**src/rtl/friscv_uart_pkg.sv**
```systemverilog
// Purpose : shared UART types and line-level constants for the TX and RX engines.
// Contents: uart_tx_state_t frame FSM encoding, idle/start line levels.
// Config  : none (the optional parity state is always encoded so TX and RX agree).
package friscv_uart_pkg;

  // Frame sequencing state. PARITY is only entered when the engine is built
  // with FRISCV_UART_TX_PARITY_EN, but the encoding is fixed regardless.
  typedef enum logic [2:0] {
    IDLE   = 3'd0,
    START  = 3'd1,
    DATA   = 3'd2,
    PARITY = 3'd3,
    STOP   = 3'd4
  } uart_tx_state_t;

  // Line levels: a UART line rests high, and a frame opens with a low start bit.
  localparam logic UART_IDLE_LEVEL  = 1'b1;
  localparam logic UART_START_LEVEL = 1'b0;

endpackage : friscv_uart_pkg

```
**src/rtl/friscv_uart_baud_timer.sv**
```systemverilog
// Purpose : bit-period timer; latches a divider on load and pulses bit_tick once
//           every div cycles while run is high (divider 0 is treated as 1).
// Ports   : aclk/srst clock and sync active-high reset; load latches div and
//           restarts the count; run enables counting; bit_tick marks the last
//           cycle of each bit period (combinational from the count, single cycle).
// Config  : HALF_BIT_OFFSET preloads the count to div/2 so the first tick lands
//           mid-bit (receiver sampling); the transmitter leaves it at 0.
module friscv_uart_baud_timer #(
  parameter int CLK_DIV_W       = 32,
  parameter bit HALF_BIT_OFFSET = 1'b0
) (
  input  logic                 aclk,
  input  logic                 srst,
  input  logic                 load,
  input  logic [CLK_DIV_W-1:0] div,
  input  logic                 run,
  output logic                 bit_tick
);

  localparam logic [CLK_DIV_W-1:0] DIV_ONE = {{(CLK_DIV_W-1){1'b0}}, 1'b1};

  logic [CLK_DIV_W-1:0] div_q;
  logic [CLK_DIV_W-1:0] cnt_q;
  logic [CLK_DIV_W-1:0] div_eff;
  logic [CLK_DIV_W-1:0] cnt_load;
  logic                 cnt_last;

  // A zero divider would never tick; clamp it to one cycle per bit.
  assign div_eff  = (div == '0) ? DIV_ONE : div;
  assign cnt_load = HALF_BIT_OFFSET ? (div_eff >> 1) : '0;

  // div_q is never zero (reset and load both keep it >= 1), so the
  // subtraction cannot wrap.
  assign cnt_last = (cnt_q == (div_q - DIV_ONE));
  assign bit_tick = run & cnt_last;

  always_ff @(posedge aclk) begin
    if (srst) begin
      div_q <= DIV_ONE;
      cnt_q <= '0;
    end else if (load) begin
      div_q <= div_eff;
      cnt_q <= cnt_load;
    end else if (run) begin
      cnt_q <= cnt_last ? '0 : (cnt_q + DIV_ONE);
    end else begin
      cnt_q <= '0;
    end
  end

endmodule : friscv_uart_baud_timer

```
**src/rtl/friscv_uart_tx_engine.sv**
```systemverilog
// Purpose : UART transmit serializer fed by the TX FIFO; pops one byte per frame
//           and sends start, DATA_W bits LSB first, [even parity], STOP_BITS stops.
// Ports   : aclk/srst clock and sync active-high reset; enable gates new frames;
//           clk_div cycles per bit (latched at accept); tx_valid/tx_ready/tx_data
//           FIFO pop handshake; busy frame in progress; uart_tx serial line.
// Config  : define FRISCV_UART_TX_PARITY_EN to insert an even-parity bit after DATA.
module friscv_uart_tx_engine
  import friscv_uart_pkg::*;
#(
  parameter int CLK_DIV_W = 32,
  parameter int DATA_W    = 8,
  parameter int STOP_BITS = 1
) (
  input  logic                 aclk,
  input  logic                 srst,
  input  logic                 enable,
  input  logic [CLK_DIV_W-1:0] clk_div,
  input  logic                 tx_valid,
  output logic                 tx_ready,
  input  logic [7:0]           tx_data,
  output logic                 busy,
  output logic                 uart_tx
);

  localparam int BIT_CNT_W = 4;
  localparam logic [BIT_CNT_W-1:0] LAST_DATA_IDX = BIT_CNT_W'(DATA_W - 1);
  localparam logic [BIT_CNT_W-1:0] LAST_STOP_IDX = BIT_CNT_W'(STOP_BITS - 1);

  uart_tx_state_t        state_q, state_d;
  logic [DATA_W-1:0]     shift_q, shift_d;
  logic [BIT_CNT_W-1:0]  bit_cnt_q, bit_cnt_d;
  logic                  uart_tx_q, uart_tx_d;
  logic                  busy_q, busy_d;
  logic                  accept;
  logic                  bit_tick;
  logic                  timer_run;
`ifdef FRISCV_UART_TX_PARITY_EN
  logic                  parity_q, parity_d;
`endif

  assign tx_ready  = enable & (state_q == IDLE) & ~srst;
  assign accept    = tx_valid & tx_ready;
  assign timer_run = (state_q != IDLE);

  // The divider is captured on accept, so clk_div writes during a frame only
  // affect the next one.
  friscv_uart_baud_timer #(
    .CLK_DIV_W       (CLK_DIV_W),
    .HALF_BIT_OFFSET (1'b0)
  ) u_baud_timer (
    .aclk     (aclk),
    .srst     (srst),
    .load     (accept),
    .div      (clk_div),
    .run      (timer_run),
    .bit_tick (bit_tick)
  );

  // Next-state, shift register and bit counter. bit_cnt is reused as the data
  // bit index in DATA and as the stop bit index in STOP.
  always_comb begin
    state_d   = state_q;
    shift_d   = shift_q;
    bit_cnt_d = bit_cnt_q;
`ifdef FRISCV_UART_TX_PARITY_EN
    parity_d  = parity_q;
`endif
    case (state_q)
      IDLE: begin
        if (accept) begin
          state_d   = START;
          shift_d   = tx_data[DATA_W-1:0];
          bit_cnt_d = '0;
`ifdef FRISCV_UART_TX_PARITY_EN
          parity_d  = ^tx_data[DATA_W-1:0];
`endif
        end
      end
      START: begin
        if (bit_tick) begin
          state_d   = DATA;
          bit_cnt_d = '0;
        end
      end
      DATA: begin
        if (bit_tick) begin
          shift_d = shift_q >> 1;
          if (bit_cnt_q == LAST_DATA_IDX) begin
            bit_cnt_d = '0;
`ifdef FRISCV_UART_TX_PARITY_EN
            state_d   = PARITY;
`else
            state_d   = STOP;
`endif
          end else begin
            bit_cnt_d = bit_cnt_q + 1'b1;
          end
        end
      end
`ifdef FRISCV_UART_TX_PARITY_EN
      PARITY: begin
        if (bit_tick) begin
          state_d   = STOP;
          bit_cnt_d = '0;
        end
      end
`endif
      STOP: begin
        if (bit_tick) begin
          if (bit_cnt_q == LAST_STOP_IDX) begin
            state_d   = IDLE;
            bit_cnt_d = '0;
          end else begin
            bit_cnt_d = bit_cnt_q + 1'b1;
          end
        end
      end
      default: begin
        state_d   = IDLE;
        bit_cnt_d = '0;
      end
    endcase
  end

  // Line level and busy are decoded from the next state and registered, so
  // both outputs change on the same edge as the state and have no
  // combinational path from the inputs.
  always_comb begin
    uart_tx_d = UART_IDLE_LEVEL;
    case (state_d)
      IDLE:   uart_tx_d = UART_IDLE_LEVEL;
      START:  uart_tx_d = UART_START_LEVEL;
      DATA:   uart_tx_d = shift_d[0];
`ifdef FRISCV_UART_TX_PARITY_EN
      PARITY: uart_tx_d = parity_d;
`endif
      STOP:   uart_tx_d = UART_IDLE_LEVEL;
      default: uart_tx_d = UART_IDLE_LEVEL;
    endcase
    busy_d = (state_d != IDLE);
  end

  // Reset drops any partial frame: the line returns high the following cycle.
  always_ff @(posedge aclk) begin
    if (srst) begin
      state_q   <= IDLE;
      shift_q   <= '0;
      bit_cnt_q <= '0;
      uart_tx_q <= UART_IDLE_LEVEL;
      busy_q    <= 1'b0;
`ifdef FRISCV_UART_TX_PARITY_EN
      parity_q  <= 1'b0;
`endif
    end else begin
      state_q   <= state_d;
      shift_q   <= shift_d;
      bit_cnt_q <= bit_cnt_d;
      uart_tx_q <= uart_tx_d;
      busy_q    <= busy_d;
`ifdef FRISCV_UART_TX_PARITY_EN
      parity_q  <= parity_d;
`endif
    end
  end

  assign uart_tx = uart_tx_q;
  assign busy    = busy_q;

endmodule : friscv_uart_tx_engine

```
**config.mk**
```make
export PLATFORM = sky130hd
export DESIGN_NAME = friscv_uart_tx_engine
export DESIGN_NICKNAME = d
export VERILOG_FILES = /design/src/rtl/friscv_uart_pkg.sv /design/src/rtl/friscv_uart_baud_timer.sv /design/src/rtl/friscv_uart_tx_engine.sv
export SDC_FILE = /design/constraint.sdc
export NUM_CORES = 1
export LEC_CHECK = 0
export ABC_AREA = 1
export CAP_MARGIN = 20
export CORE_ASPECT_RATIO = 1.1
export CORE_MARGIN = 10
export CORE_UTILIZATION = 50
export DETAILED_ROUTE_END_ITERATION = 7
export PLACE_DENSITY_LB_ADDON = 0.12
export SLEW_MARGIN = 20
export SYNTH_ARGS = -nofsm -noshare
export SYNTH_HDL_FRONTEND = slang
export SYNTH_SLANG_ARGS = --single-unit
```
**constraint.sdc**
```tcl
create_clock -name aclk -period 2.85 [get_ports aclk]
set_input_delay 0.285 -clock aclk [delete_from_list [all_inputs] [get_ports aclk]]
set_output_delay 0.285 -clock aclk [all_outputs]
set_load 0.03 [all_outputs]
```
==> impl_results.md, run 1 <==
* Number of warning messages in the yosys log at 0
* Summed negative setup slack over all endpoints at 0 ps
* Standard cell area after detailed placement at 0.00568 mm^2
* Share of layout cells above drive strength 1 at 8.68%
* Most instantiated flip-flop cell in the synthesis netlist: dfxtp_1
* Routability congestion estimate at 0.920
* Sequential element share of the synthesized area at 32.0%
* Vias in the first global route at 4,706
* Category of the most critical setup path: reg -> reg
* Antenna violations before repair at 0
* Per-instance average area after synthesis at 6.43 um^2
* Smallest hold slack at 485 ps
* Layout overhead on the synthesized area at 16.1%
* Number of distinct library cell variants in the gate-level netlist after synthesis at 40
* Global-route wire length before repair at 21,900 um
* Core ar. at 0.00989 mm^2
* Kind of end point of the critical path: flop
* Leakage at 0.00254 uW
* Max-slew headroom at the worst pin at 71.3%
* Final hold violation count at 0
* Share of flip-flops with an asynchronous set or reset after synthesis at 0%
* Startpoint of the tightest hold check path: u_baud_timer.cnt_q[0]
* Path depth of the worst reg2reg path at 19
* Number of buffers added on ports at 46
* Final net count at 885
* Residual DRC at 0
* Clk Latency, worst-skew pair at 360 ps
* Wire length reported by the detailed router at 12,900 um
* Worst-case register-to-register setup slack at 280 ps
* Die width at 116 um
* Worst slack, placed at 177 ps
* Setup-violating endpoint count in the final report at 0
* Clock tree from TritonCTS: yes
* Reg-to-reg critical path startpoint: u_baud_timer.div_q[0]
* DR vias at 4,985
* F_max at 390 MHz
* VDD IR max at 0.000241 V
* Ports placed on the boundary at 47
* Status: finished, final reports clean
* Summed area of non-filler cells in the final layout at 0.00589 mm^2
* Class of the tightest hold or removal check: reg -> reg
* CP startpoint kind: flop
* Number of placement rows at 38
* Post-synth EDFFs at 0
* Hold-critical path depth at 1
* Number of synthesized register bits at 81
* Required time at the worst-slack endpoint at 3110 ps
* Share of the core filled with cells in the final layout at 59.5%
* Total CTS buffers at 9
* Initial DRC count at 259
* Terminating pin of the worst hold path: u_baud_timer.cnt_q[0]
* Root Driver: clkbuf_8
* Number of clock sinks seen by CTS at 81
* Initial DRT Pass Iterations at 5
* Number of nets with antenna violations after routing at 0
* Routed vias/inst at 5.19
* Clock transition at path regs at 80 ps
* Worst slew pin tran at 426 ps
* Count of final max-slew check failures at 0
* Maximum capacitance violations at 0
* Final worst path period need at 2570 ps
* Setup slack after layout at 283 ps
* Total die area at 0.0146 mm^2
* Endpoint of the worst register-to-register path: shift_q[1]
* Crit Path Max Fanout at 9
* Initial core utilization at 51.3%
* Number of diodes added for antenna fixing at 0
* CTS max path bufs at 2
* Count of hold buffers inserted by post-cts repair at 0
* Post-Synthesis Cell Area at 0.00507 mm^2
* Total power density per cell area at 447 mW/mm^2
* Routed WL per cell at 13.4 um
* Detailed-placement wirelength estimate at 10,400 um
* Total number of H-tree levels at 3
* Period utilization at 90.1%
* Setup skew after layout at 9.46 ps
* Overflow after GRT at 0
* Die outline height at 126 um
* Data arrival time at the worst-slack endpoint at 2830 ps
* Synthesized net count at 837
* Synth Instances at 789
* Largest net degree at the start of global routing at 43
* Overall track demand over capacity in global routing at 18.4%
## state kept, by name, summed over array words and instances, names as in the netlist
signal,flops
busy,1
bit_cnt_q,4
u_baud_timer.div_q,32
shift_q,8
u_baud_timer.cnt_q,32
uart_tx,1
state_q,3
## what timing repair did
item	4_1_cts	5_1_grt
setup endpoints to repair	0	25
setup buffers	0	1
resized for setup	0	5
## layer usage
metal  vias to the layer above  global-route usage [%]  share of wire [%]
met5                         -                       0                  0
met4                         0                    6.63                1.9
met3                        17                    3.42                4.7
met2                       110                    29.7                 46
met1                      2248                    23.7                 47
li1                       2610                       -                  -
## cells by family (layout without fill, tap and decap cells)
| group | after synthesis | after routing | synth area share [%] |
|---|---|---|---|
| and+or+nand+nor | 476 | 476 | 42.9 |
| buffers and inverters | 107 | 159 | 8.04 |
| DFF | 81 | 81 | 32.0 |
| AOI/OAI and AO/OA | 80 | 80 | 9.00 |
| xor gates and xnor gates | 41 | 41 | 7.08 |
| adders and majority gates | 4 | 4 | 0.986 |
## critical path: stages (launching register included)
cell and delay (ps):
dfxtp_1 330, inv_1 140, ha_2 250, nand2_2 140
nor2_8 200, nand2_1 90, nand2_1 60, nand2_1 50
nor2_1 90, nand3_1 70, nor2_1 100, nand2_1 100
nor2_4 180, nand2_4 110, nand2_2 120, nand2_4 70
nor2_8 150, inv_4 80, nor2_2 80, nor2_1 50
## cell usage after synthesis, drive strengths merged (11+ instances only)
cell,count,area share (%)
nand2,233,18
nor2,143,13
inv,90,6.7
dfxtp,81,32
nand3,43,4.3
a21oi,31,3.3
o21ai,31,3.1
xor2,30,5.2
nand4,14,1.7
a211oi,13,1.9
clkbuf,13,0.96
nor3,12,1.4
nor4,12,1.6
xnor2,11,1.9
## placed cells by master, fill, tap and decap left out, drive strengths merged, types with 3 or more instances in the layout
master,n
nor2,143
xor2,30
a21oi,31
ha,4
nand4,14
nand3b,7
dfxtp,81
xnor2,11
clkdlybuf4s50,45
buf,8
a31oi,3
nor3,12
clkbuf,11
nor3b,5
or2,3
nor4,12
inv,90
nand3,43
o21ai,31
nand2,233
a211oi,13
## final cells by class
class	count	area, um^2
Multi-Input combinational cell	601	3050
Clock buffer	11	141
Fill cell	988	4000
Timing Repair Buffer	53	523
Clock inverter	4	53.8
Tap cell	120	150
Sequential cell	81	1620
Inverter	91	344
## stage by stage
step	cells	total power, uW
after floorplan	789	1620
after global placement	945	1780
after detailed placement	945	1790
after CTS	960	2640
after global routing	961	2770
final	961	2630
## how the worst max path moves through the flow
stage / endpoint / slack [ps] / from / cells past startpoint
after floorplan: shift_q[1] / 550 / u_baud_timer.div_q[0] / 19
after global placement: shift_q[5] / 330 / u_baud_timer.div_q[0] / 17
after detailed placement: shift_q[1] / 180 / u_baud_timer.div_q[0] / 17
after CTS: shift_q[1] / 170 / u_baud_timer.div_q[0] / 17
after global routing: shift_q[2] / -30 / u_baud_timer.div_q[0] / 19
final: shift_q[1] / 280 / u_baud_timer.div_q[0] / 19
## power by group
group          switching, uW  internal, uW
sequential              45.2          1170
clock                    430           426
combinational            337           218
(Power assumes the default switching activity.)
==> run 2, diff against run 1 <==
Settings changed: CAP_MARGIN 20 to not set.
==> results of run 2 <==
Final layout, timing and power as in run 1 (identical DEF).
